[src/rtl/mem_port_adapter.sv]
// Adapter between the CPU memory port and a variable-latency word-addressed memory.
// It aligns each access and shifts its byte lanes, registers the memory-side outputs, and keeps sticky error flags.
module mem_port_adapter #(
    parameter int unsigned TIMEOUT = 255,
    parameter int unsigned CNT_W   = 8
) (
    input  logic        clk,
    input  logic        rst,
    input  logic        mem_read,
    input  logic        mem_write,
    input  logic [31:0] mem_address,
    input  logic [31:0] mem_wdata,
    input  logic [3:0]  mem_byte_enable,
    output logic [31:0] mem_rdata,
    output logic        mem_resp,
    output logic [31:0] pmem_address,
    output logic [31:0] pmem_wdata,
    output logic [3:0]  pmem_byte_enable,
    output logic        pmem_read,
    output logic        pmem_write,
    input  logic [31:0] pmem_rdata,
    input  logic        pmem_resp,
    output logic        err_misalign,
    output logic        err_timeout,
    output logic        err_conflict
);

    localparam logic [1:0] ST_IDLE   = 2'd0;
    localparam logic [1:0] ST_ACCESS = 2'd1;
    localparam logic [1:0] ST_DONE   = 2'd2;

    localparam logic [CNT_W-1:0] CNT_LAST   = CNT_W'(TIMEOUT - 1);
    localparam logic [31:0]      RD_POISON  = 32'hDEADBEEF;

    logic [1:0]       state_q, state_d;
    logic             op_wr_q, op_wr_d;
    logic [CNT_W-1:0] cnt_q, cnt_d;

    logic [31:0] addr_d, wdata_d, rdata_d;
    logic [3:0]  be_d;
    logic        rd_d, wr_d, resp_d;
    logic        mis_d, to_d, conf_d;

    logic [7:0]  be_shift_c;
    logic [31:0] wdata_shift_c;
    logic        timeout_hit_c;

    // Lane shift of the incoming request; bits above lane 3 indicate a store crossing the word
    assign be_shift_c    = {4'b0000, mem_byte_enable} << mem_address[1:0];
    assign wdata_shift_c = mem_wdata << {mem_address[1:0], 3'b000};

    // Next-state and next-output logic
    always_comb begin
        state_d       = state_q;
        op_wr_d       = op_wr_q;
        cnt_d         = cnt_q;
        addr_d        = pmem_address;
        wdata_d       = pmem_wdata;
        be_d          = pmem_byte_enable;
        rdata_d       = mem_rdata;
        rd_d          = 1'b0;
        wr_d          = 1'b0;
        resp_d        = 1'b0;
        mis_d         = err_misalign;
        to_d          = err_timeout;
        conf_d        = err_conflict;
        timeout_hit_c = (TIMEOUT != 0) && (cnt_q == CNT_LAST);

        case (state_q)
            ST_IDLE: begin
                if (mem_read && mem_write) begin
                    conf_d = 1'b1;
                end else if (mem_read || mem_write) begin
                    state_d = ST_ACCESS;
                    op_wr_d = mem_write;
                    cnt_d   = '0;
                    addr_d  = {mem_address[31:2], 2'b00};
                    wdata_d = wdata_shift_c;
                    be_d    = be_shift_c[3:0];
                    rd_d    = mem_read;
                    wr_d    = mem_write;
                    mis_d   = err_misalign | (mem_write & (|be_shift_c[7:4]));
                end
            end
            ST_ACCESS: begin
                cnt_d = cnt_q + CNT_W'(1);
                // A response in the timeout cycle takes priority over the abort
                if (pmem_resp) begin
                    if (!op_wr_q) begin
                        rdata_d = pmem_rdata;
                    end
                    resp_d  = 1'b1;
                    state_d = ST_DONE;
                end else if (timeout_hit_c) begin
                    to_d = 1'b1;
                    if (!op_wr_q) begin
                        rdata_d = RD_POISON;
                    end
                    resp_d  = 1'b1;
                    state_d = ST_DONE;
                end else begin
                    rd_d = !op_wr_q;
                    wr_d = op_wr_q;
                end
            end
            ST_DONE: begin
                state_d = ST_IDLE;
                cnt_d   = '0;
            end
            default: begin
                state_d = ST_IDLE;
                cnt_d   = '0;
            end
        endcase
    end

    // State and output registers
    always_ff @(posedge clk) begin
        if (rst) begin
            state_q          <= ST_IDLE;
            op_wr_q          <= 1'b0;
            cnt_q            <= '0;
            pmem_address     <= '0;
            pmem_wdata       <= '0;
            pmem_byte_enable <= '0;
            pmem_read        <= 1'b0;
            pmem_write       <= 1'b0;
            mem_rdata        <= '0;
            mem_resp         <= 1'b0;
            err_misalign     <= 1'b0;
            err_timeout      <= 1'b0;
            err_conflict     <= 1'b0;
        end else begin
            state_q          <= state_d;
            op_wr_q          <= op_wr_d;
            cnt_q            <= cnt_d;
            pmem_address     <= addr_d;
            pmem_wdata       <= wdata_d;
            pmem_byte_enable <= be_d;
            pmem_read        <= rd_d;
            pmem_write       <= wr_d;
            mem_rdata        <= rdata_d;
            mem_resp         <= resp_d;
            err_misalign     <= mis_d;
            err_timeout      <= to_d;
            err_conflict     <= conf_d;
        end
    end

endmodule
[config.mk]
export PLATFORM = sky130hd
export DESIGN_NAME = mem_port_adapter
export DESIGN_NICKNAME = d
export VERILOG_FILES = /design/src/rtl/mem_port_adapter.sv
export SDC_FILE = /design/constraint.sdc
export NUM_CORES = 1
export LEC_CHECK = 0
export ABC_AREA = 1
export ABC_CLOCK_PERIOD_IN_PS = 3700
export BUFFER_PORTS_ARGS = -buffer_cell sky130_fd_sc_hd__buf_2
export CAP_MARGIN = 20
export CORE_UTILIZATION = 45
export CTS_CLUSTER_SIZE = 14
export DETAILED_ROUTE_END_ITERATION = 7
export HOLD_SLACK_MARGIN = 0.1
export PLACE_DENSITY = 0.76
export SLEW_MARGIN = 0
export SYNTH_ARGS = -nofsm -noshare
export SYNTH_HDL_FRONTEND = slang
export SYNTH_SLANG_ARGS = --single-unit
export TNS_END_PERCENT = 1
[constraint.sdc]
create_clock -name clk -period 3.7 [get_ports clk]
set_input_delay 0.555 -clock clk [delete_from_list [all_inputs] [get_ports clk]]
set_output_delay 0.555 -clock clk [all_outputs]
set_load 0.01 [all_outputs]
## Word level (Yosys, flattened, before mapping)

Cells that the tools add are included.

- Bits of input ports: 105
- Bits in registers: 115
- Word-level logic and storage cells: 64
- Output and inout port bits: 106

- Add/sub/neg operators: 1
- Reductions and logical operators: 13
- Mux-type cells: 24
- Eq/ne operators: 5
- Shift-type cells: 2
- Bitwise operators: 6

Operators by type and width:

| operator | count |
|---|---|
| two-way mux 32 bit | 4 |
| << shifter 32 x 5 -> 32 bit | 1 |
| two-way mux 8 bit | 2 |
| case mux 8 bit (2 select lines) | 1 |
| AND reduction 3 bit | 4 |
| two-way mux 1 bit | 10 |
| adder 8 x 1 -> 8 bit, second input constant | 1 |
| == test 8 bit, second input constant | 1 |
| two-way mux 2 bit | 4 |
| << shifter 4 x 2 -> 8 bit | 1 |
| inequality test 2 bit, second input constant | 2 |
| inverter 1 bit | 4 |
| case mux 1 bit (2 select lines) | 2 |
| case mux 2 bit (2 select lines) | 1 |
| AND reduction 2 bit | 2 |
| OR reduction 4 bit | 1 |
| inequality test 3 bit, second input constant | 1 |
| == test 2 x 1 -> 1 bit, second input constant | 1 |
| zero test 2 bit | 1 |
| nonzero test 2 bit | 1 |
| OR reduction 2 bit | 1 |
| bitwise AND 1 bit | 1 |
| logical AND 1 bit | 1 |
| zero test 1 bit | 1 |
| 2 further kinds | 2 |

## Longest topological paths before layout

Gate-level depths: netlist of run 1.

- Depth after elaboration: 4
- Depth in mapped cells: 10
- Depth with buffers taken out: 10

## Worst setup path after synthesis of run 1

No wires, ideal clock.

- Path kind: input to register
- From: in mem_read
- To: reg pmem_address[10]
- Setup slack: 2090 ps
- Arrival time: 1495 ps
- Setup time: 116 ps
- Path buffers: 2
- Stages on the path: 8
- Cells stage by stage: inv_1 -> ha_1 -> nand2_2 -> inv_2 -> buf_4 -> buf_4 -> nor2_1 -> nor2_1

- Word-level cells in the longest chain between the ends: 3
- Elaborated cells between the ends (all ways): 4
- Those cells by class: bitwise (1); reduce/logical (3)

Ends and longest elaborated chain:

| element | RTL line | RTL |
|---|---|---|
| from (decl) | 9 | `input logic mem_read,` |
| logical AND 1 bit | 71 | `if (mem_read && mem_write) begin` |
| inverter 1 bit (no source line) | n/a |  |
| AND reduction 3 bit (no source line) (*) | n/a |  |
| to (signal assigned) | 137 | `pmem_address <= addr_d;` |
| to (decl) | 16 | `output logic [31:0] pmem_address,` |

Every way passes the cells marked *; elsewhere a longest branch is shown, timed or not.
A chain may end at the register's enable or synchronous reset.

## Worst setup path in the final report of run 1

- From: reg cnt_q[0]
- To: reg mem_rdata[21]

- Word-level cells in the longest chain between the ends: 3

Ends and longest elaborated chain:

| element | RTL line | RTL |
|---|---|---|
| from (decl) | 37 | `logic [CNT_W-1:0] cnt_q, cnt_d;` |
| from (signal assigned) | 136 | `cnt_q <= cnt_d;` |
| == test 8 bit | 67 | `timeout_hit_c = (TIMEOUT != 0) && (cnt_q == CNT_LAST);` |
| nonzero test 2 bit (no source line) | n/a |  |
| AND reduction 3 bit (no source line) | n/a |  |
| to (signal assigned) | 142 | `mem_rdata <= rdata_d;` |
| to (decl) | 14 | `output logic [31:0] mem_rdata,` |

Every way passes these cells.

==> flow_summary.json, run 1 <==
{
  "crit_path_start_kind": "flip-flop",
  "rr_worst_depth": 9,
  "hold_class": "in2reg",
  "synth-seq-cells": 115,
  "status": "complete, no violations",
  "wire_per_inst_um": 13.3,
  "synthMostInstantiatedCell": "nand2_1",
  "cts_tree": "done",
  "ys_top_cells_by_count": "126 x nand2_1, 115 x dfxtp_1, 84 x nor2_1",
  "die_width_um": 108,
  "cp-end-kind": "flip-flop",
  "power_density_nw_per_um2": 527,
  "synth_edf_count": 0,
  "clock.fmax_mhz": 469,
  "synth.distinct_cells": 30,
  "grt_pass1_wl_um": 21100,
  "initial_core_util_pct": 46.3,
  "p_leak_uw": 0.00317,
  "worstSkewPairLatency_ns": 0.51,
  "worstSetupPathType": "reg2reg",
  "gp_congestion": 0.914,
  "cts_buffers": 17,
  "vias_per_cell": 4.96,
  "dp_cells": 977,
  "reg2reg_from": "cnt_q[0]",
  "holdPathStages": 3,
  "grt_max_degree": 59,
  "drc": 0,
  "post-route-period-util_pct": 57.6,
  "fin_area_um2": 6560,
  "track_usage_pct": 23.2,
  "reg2reg_slack_ns": 1.57,
  "place_area_um2": 6010,
  "path_clk_slew_ns": 0.06,
  "antenna_found_initial": 0,
  "ys.flop_type": "dfxtp_1",
  "slew_headroom_pct": 59.5,
  "grt_pass1_vias": 4501,
  "async_flop_share_pct": 0,
  "setup_viol": 0,
  "coreArea_um2": 10800,
  "rows": 38,
  "finalHoldViolCount": 0,
  "crit_path_max_fanout": 32,
  "hold_end": "pmem_address[26]",
  "worst_pin_slew_ns": 0.607,
  "cp.arrival_ns": 2.51,
  "grt-ovfl-total": 0,
  "yosysSeqAreaShare_pct": 45.8,
  "cts.path.max_buffers": 2,
  "synthesis.area_um2": 5020,
  "drive_gt1_share_pct": 32.9,
  "portBuffers": 208,
  "htreeDepth": 4,
  "report.final.slew_viol_count": 0,
  "stdcell_count": 1009,
  "cts_setup_buffers": 0,
  "drt_wl_total_um": 13400,
  "post_synth.cell_area_avg_um2": 7.48,
  "num_antenna_cells": 0,
  "period_needed_ns": 2.13,
  "ant_nets": 0,
  "synth_top_area_share_pct": 45.8,
  "num-nets-final": 967,
  "fillers": 1015,
  "die_y_um": 108,
  "worst_r2r_endpoint": "mem_rdata[21]",
  "cp.required_ns": 4.08,
  "num_vias": 5003,
  "synth_top_cell_by_area": "dfxtp_1",
  "maxCapViolations": 0,
  "hpwl_um": 9190,
  "ctsResizeCount": 0,
  "rsz0062_at_grt": "no",
  "firstDrtPassIters": 5,
  "cts_num_sinks": 115,
  "io-pin-count": 211,
  "finClkSkew_ns": 0.0109,
  "synthTopCellsByArea": "dfxtp_1 46%, nand2_1 9.4%, a21oi_1 6.9%",
  "ir_worst_vdd_v": 0.000361,
  "ys_warn_count": 0,
  "hold_ws_ns": 0.298,
  "area_growth_syn_to_layout_pct": 30.7,
  "worstHoldStart": "mem_address[26]",
  "setup_tns_ns": 0,
  "cts_hold_buf": 0,
  "cts-root-buf": "clkbuf_8",
  "die-area_um2": 11600,
  "synth_cells": 671,
  "dr.first_iter.drc_count": 336
}
-- worst max path at each step --
stage / startpoint / endpoint / slack (ns) / cells past startpoint
after global routing: cnt_q[0] / mem_rdata[18] / 1.35 / 9
after CTS: cnt_q[0] / mem_rdata[21] / 1.56 / 9
after global placement: pmem_resp / mem_rdata[20] / 1.21 / 6
after floorplan: mem_read / pmem_address[10] / 2.09 / 8
final: cnt_q[0] / mem_rdata[21] / 1.57 / 9
after detailed placement: pmem_resp / mem_rdata[13] / 1.15 / 6
-- final cells by class --
| cell class | count | area (um^2) | area share (%) |
|---|---|---|---|
| Clock buffer | 18 | 428 | 6.52 |
| Inverter | 47 | 176 | 2.69 |
| Clock inverter | 14 | 129 | 1.96 |
| Sequential cell | 115 | 2300 | 35.1 |
| Multi-Input combinational cell | 462 | 2270 | 34.6 |
| Tap cell | 140 | 175 | 2.67 |
| Timing Repair Buffer | 213 | 1080 | 16.4 |
-- power by group --
| part | switching, uW | internal [uW] | leakage [uW] |
|---|---|---|---|
| logic | 338 | 212 | 0.00197 |
| clock network | 606 | 912 | 0.000257 |
| registers | 50.2 | 1340 | 0.000943 |
-- worst max-delay path, stage by stage, from the launching register on --
cell	delay [ns]
dfxtp_1	0.33
inv_1	0.08
ha_1	0.14
nand2_1	0.05
nor2_1	0.15
nand2_2	0.11
nand2_2	0.38
nand2_2	0.48
nand2_1	0.18
a21oi_1	0.08
-- metal layers --
metal / share of wire, % / track usage, % / vias up
met1: 43 / 28.9 / 2185
li1: - / - / 2575
met2: 46 / 36.6 / 218
met5: 0 / 0 / -
met3: 9.3 / 8.17 / 25
met4: 1.9 / 9.20 / 0
-- kinds of logic after synthesis --
kind of cell               Yosys count  synth area share (%)
AOI/OAI and AO/OA                  153                  17.3
other                                1                0.0747
buffers and inverters               95                  8.97
DFF                                115                  45.8
adders and majority gates            6                  1.49
and+or+nand+nor                    301                  26.3
-- per-stage QoR --
step / utilization (%) / power (uW) / worst slack [ns]
after CTS: 60.5 / 3490 / 1.56
final: 60.5 / 3460 / 1.57
after floorplan: - / 1770 / 2.09
after global placement: 55.4 / 1960 / 1.21
after detailed placement: 55.4 / 1960 / 1.15
after global routing: 60.5 / 3620 / 1.35
-- state kept, by name, summed over array words and instances (netlist names) --
register and flops:
err_conflict 1, pmem_read 1, pmem_wdata 32, cnt_q 8, pmem_byte_enable 4, state_q 2
pmem_address 30, mem_rdata 32, err_timeout 1, pmem_write 1, err_misalign 1, op_wr_q 1
mem_resp 1
-- cells in the final DEF, fill, tap and decap left out, drive strengths merged --
cell type and instances:
a211oi 1, a21oi 69, a22oi 9, a31oi 5, buf 213, bufinv 1, clkbuf 18, clkinv 4
clkinvlp 6, conb 2, dfxtp 115, ha 6, inv 50, nand2 131, nand3 52, nand4 2
nor2 89, nor3 1, o211ai 25, o21ai 42, o21bai 1, o31ai 1, or2 26
Power figures use the tool's default switching activity.
==> run 2, diff against run 1 <==
- ABC_AREA: 1 -> 0
- ABC_CLOCK_PERIOD_IN_PS: 3700 -> 1900
- CORE_UTILIZATION: 45 -> 43
- clock period: 3.7 -> 1.9 ns (I/O delays scaled with it)
==> run 2 against run 1 <==
Effect of this change:
- largest cell class unchanged
- critical endpoint is now pmem_wdata[17]
- via count down 5.7%
- synthesized cell count down 13%
- total power up 100%
- setup slack worse by 1.3 ns
==> flow_summary.json, run 2 <==
{
  "status": "complete, no violations",
  "ys_warn_count": 0,
  "cts_num_sinks": 115,
  "crit_path_start_kind": "flip-flop",
  "worstSetupPathType": "reg2reg",
  "slew_headroom_pct": 63.5,
  "grt_max_degree": 46,
  "maxCapViolations": 0,
  "fillers": 946,
  "die_width_um": 109,
  "cts_setup_buffers": 0,
  "dr.first_iter.drc_count": 242,
  "slowest_stage": "dfxtp_1",
  "synthMostInstantiatedCell": "dfxtp_1",
  "drc": 0,
  "coreArea_um2": 11000,
  "cp.arrival_ns": 1.90,
  "gp_congestion": 0.832,
  "cts_tree": "done",
  "clock.fmax_mhz": 627,
  "rows": 38,
  "grt_pass1_wl_um": 20400,
  "grt-ovfl-total": 0,
  "post-route-period-util_pct": 84.0,
  "met2_usage_pct": 38.2,
  "cp.required_ns": 2.21,
  "synth_top_area_share_pct": 46.8,
  "num_vias": 4716,
  "layout_common_cells": "207 x buf_2, 115 x dfxtp_1, 100 x nand2_1",
  "synth_top_cell_by_area": "dfxtp_1",
  "num-nets-final": 892,
  "yosysSeqAreaShare_pct": 46.8,
  "seqPwrFrac_pct": 37.9,
  "synthesis.area_um2": 4910,
  "cts_buffers": 17,
  "cts.path.max_buffers": 2,
  "finalHoldViolCount": 0,
  "rsz0062_at_grt": "no",
  "p_leak_uw": 0.00305,
  "die_y_um": 109,
  "netSwitchingPower_uw": 1770,
  "fin_util_pct": 61.2,
  "switching_share_pct": 25.0,
  "track_usage_pct": 22.2,
  "worst_pin_slew_ns": 0.546,
  "ant_nets": 0,
  "worstSkewPairLatency_ns": 0.40,
  "period_needed_ns": 1.60,
  "final_common_cell": "buf_2",
  "vias_per_cell": 5.05,
  "num_antenna_cells": 0,
  "intPower_uw": 5310,
  "use_met1_pct": 23.3,
  "hold_class": "in2reg",
  "power.share.combinational_pct": 15.1,
  "synth-seq-cells": 115,
  "htreeDepth": 4,
  "report.final.slew_viol_count": 0,
  "cts-root-buf": "clkbuf_16",
  "async_flop_share_pct": 0,
  "setup_viol": 0,
  "cp-end-kind": "flip-flop",
  "ctsResizeCount": 0,
  "drive_gt1_share_pct": 37.5,
  "portBuffers": 208,
  "gr-usage-met3_pct": 9.26,
  "ys.flop_type": "dfxtp_1",
  "grt_pass1_vias": 4445,
  "hpwl_um": 9650,
  "cp_cell_sequence": "nor2_4 -> and2_2 -> buf_12 -> nor2_1 -> a211oi_1",
  "cts_hold_buf": 2,
  "firstDrtPassIters": 6,
  "largestRegisters": "mem_rdata x32, pmem_wdata x32, pmem_address x30",
  "ys_top_cells_by_count": "115 x dfxtp_1, 100 x nand2_1, 72 x a21oi_1",
  "power_density_nw_per_um2": 1050,
  "register_area_um2": 2300,
  "max_stage_delay_ns": 0.39,
  "finClkSkew_ns": 0.00833,
  "busiest_layer": "met2",
  "synthTopCellsByArea": "dfxtp_1 47%, nand2_1 7.6%, a21oi_1 7.3%",
  "antenna_found_initial": 0,
  "post_synth.cell_area_avg_um2": 8.44,
  "synth_edf_count": 0,
  "path_clk_slew_ns": 0.05,
  "setup_tns_ns": 0,
  "die-area_um2": 11900,
  "io-pin-count": 211,
  "area_growth_syn_to_layout_pct": 36.9,
  "initial_core_util_pct": 44.7,
  "wire_per_inst_um": 14.0,
  "crit_path_max_fanout": 24,
  "ir_worst_vdd_v": 0.000730,
  "multi_input_area_um2": 2270,
  "drt_wl_total_um": 13100,
  "clock_power_share_pct": 46.9,
  "synth_cells": 582,
  "synth.distinct_cells": 40
}
run 2: worst paths after layout:
| kind | start | to | slack, ns | cells after the start |
|---|---|---|---|---|
| max | state_q[1] | pmem_wdata[17] | 0.30 | 5 |
| min | pmem_rdata[29] | mem_rdata[29] | 0.12 | 3 |
| max reg2reg | state_q[1] | pmem_wdata[17] | 0.30 | 5 |
| min reg2reg | pmem_address[20] | pmem_address[20] | 0.45 | 2 |
run 2: power by group through the flow:
| stage | Combinational [uW] | Clock [uW] | Sequential (uW) |
|---|---|---|---|
| 4_1_cts | 1080 | 3380 | 2680 |
| 5_1_grt | 1190 | 3500 | 2700 |
| 3_5_place_dp | 1070 | 0 | 2730 |
| 3_3_place_gp | 1050 | 0 | 2720 |
| 2_1_floorplan | 564 | 0 | 2800 |
| 6_report | 1070 | 3320 | 2680 |
run 2: cell type report:
type / count / share of cell area (%)
Clock inverter: 8 / 1.80
Tap cell: 140 / 2.60
Clock buffer: 24 / 7.61
Inverter: 29 / 1.62
Timing Repair Buffer: 225 / 18.4
Sequential cell: 115 / 34.2
Multi-Input combinational cell: 393 / 33.7
run 2: stage by stage:
step           total power (uW)  setup WS, ns  cells  hold WS [ns]  area [um^2]
6_report                   7070         0.304    934         0.117         6730
2_1_floorplan              3370         0.280    583         0.421         4920
5_1_grt                    7380         0.150    934         0.107         6730
4_1_cts                    7140         0.264    934         0.101         6730
3_5_place_dp               3800         0.134    900         0.440         6070
3_3_place_gp               3770         0.181    900         0.436         6070
run 2: metal layers:
layer  share of wire (%)  up-vias  routed length, um
met3                 9.9       28               1300
met4                 2.2        0                291
met5                   0        -                  0
met2                  49      184               6390
li1                    -     2345                  -
met1                  39     2159               5090
run 2: worst max-delay path: cells and delay by family, from the launching register on:
kind                   cells  cell delay, ns
and+or+nand+nor            3            0.65
AOI/OAI and AO/OA          1            0.24
DFF                        1            0.39
buffers and inverters      1            0.20
run 2: cells by family after synthesis:
logic type	after synthesis	synth area share (%)
AO/OA/AOI/OAI	144	19.0
XOR/XNOR	6	1.07
adder cells (fa/ha/maj)	6	1.53
buffers and inverters	75	7.15
flip-flops	115	46.8
multiplexers	27	5.73
other	1	0.0763
AND/OR/NAND/NOR	208	18.6
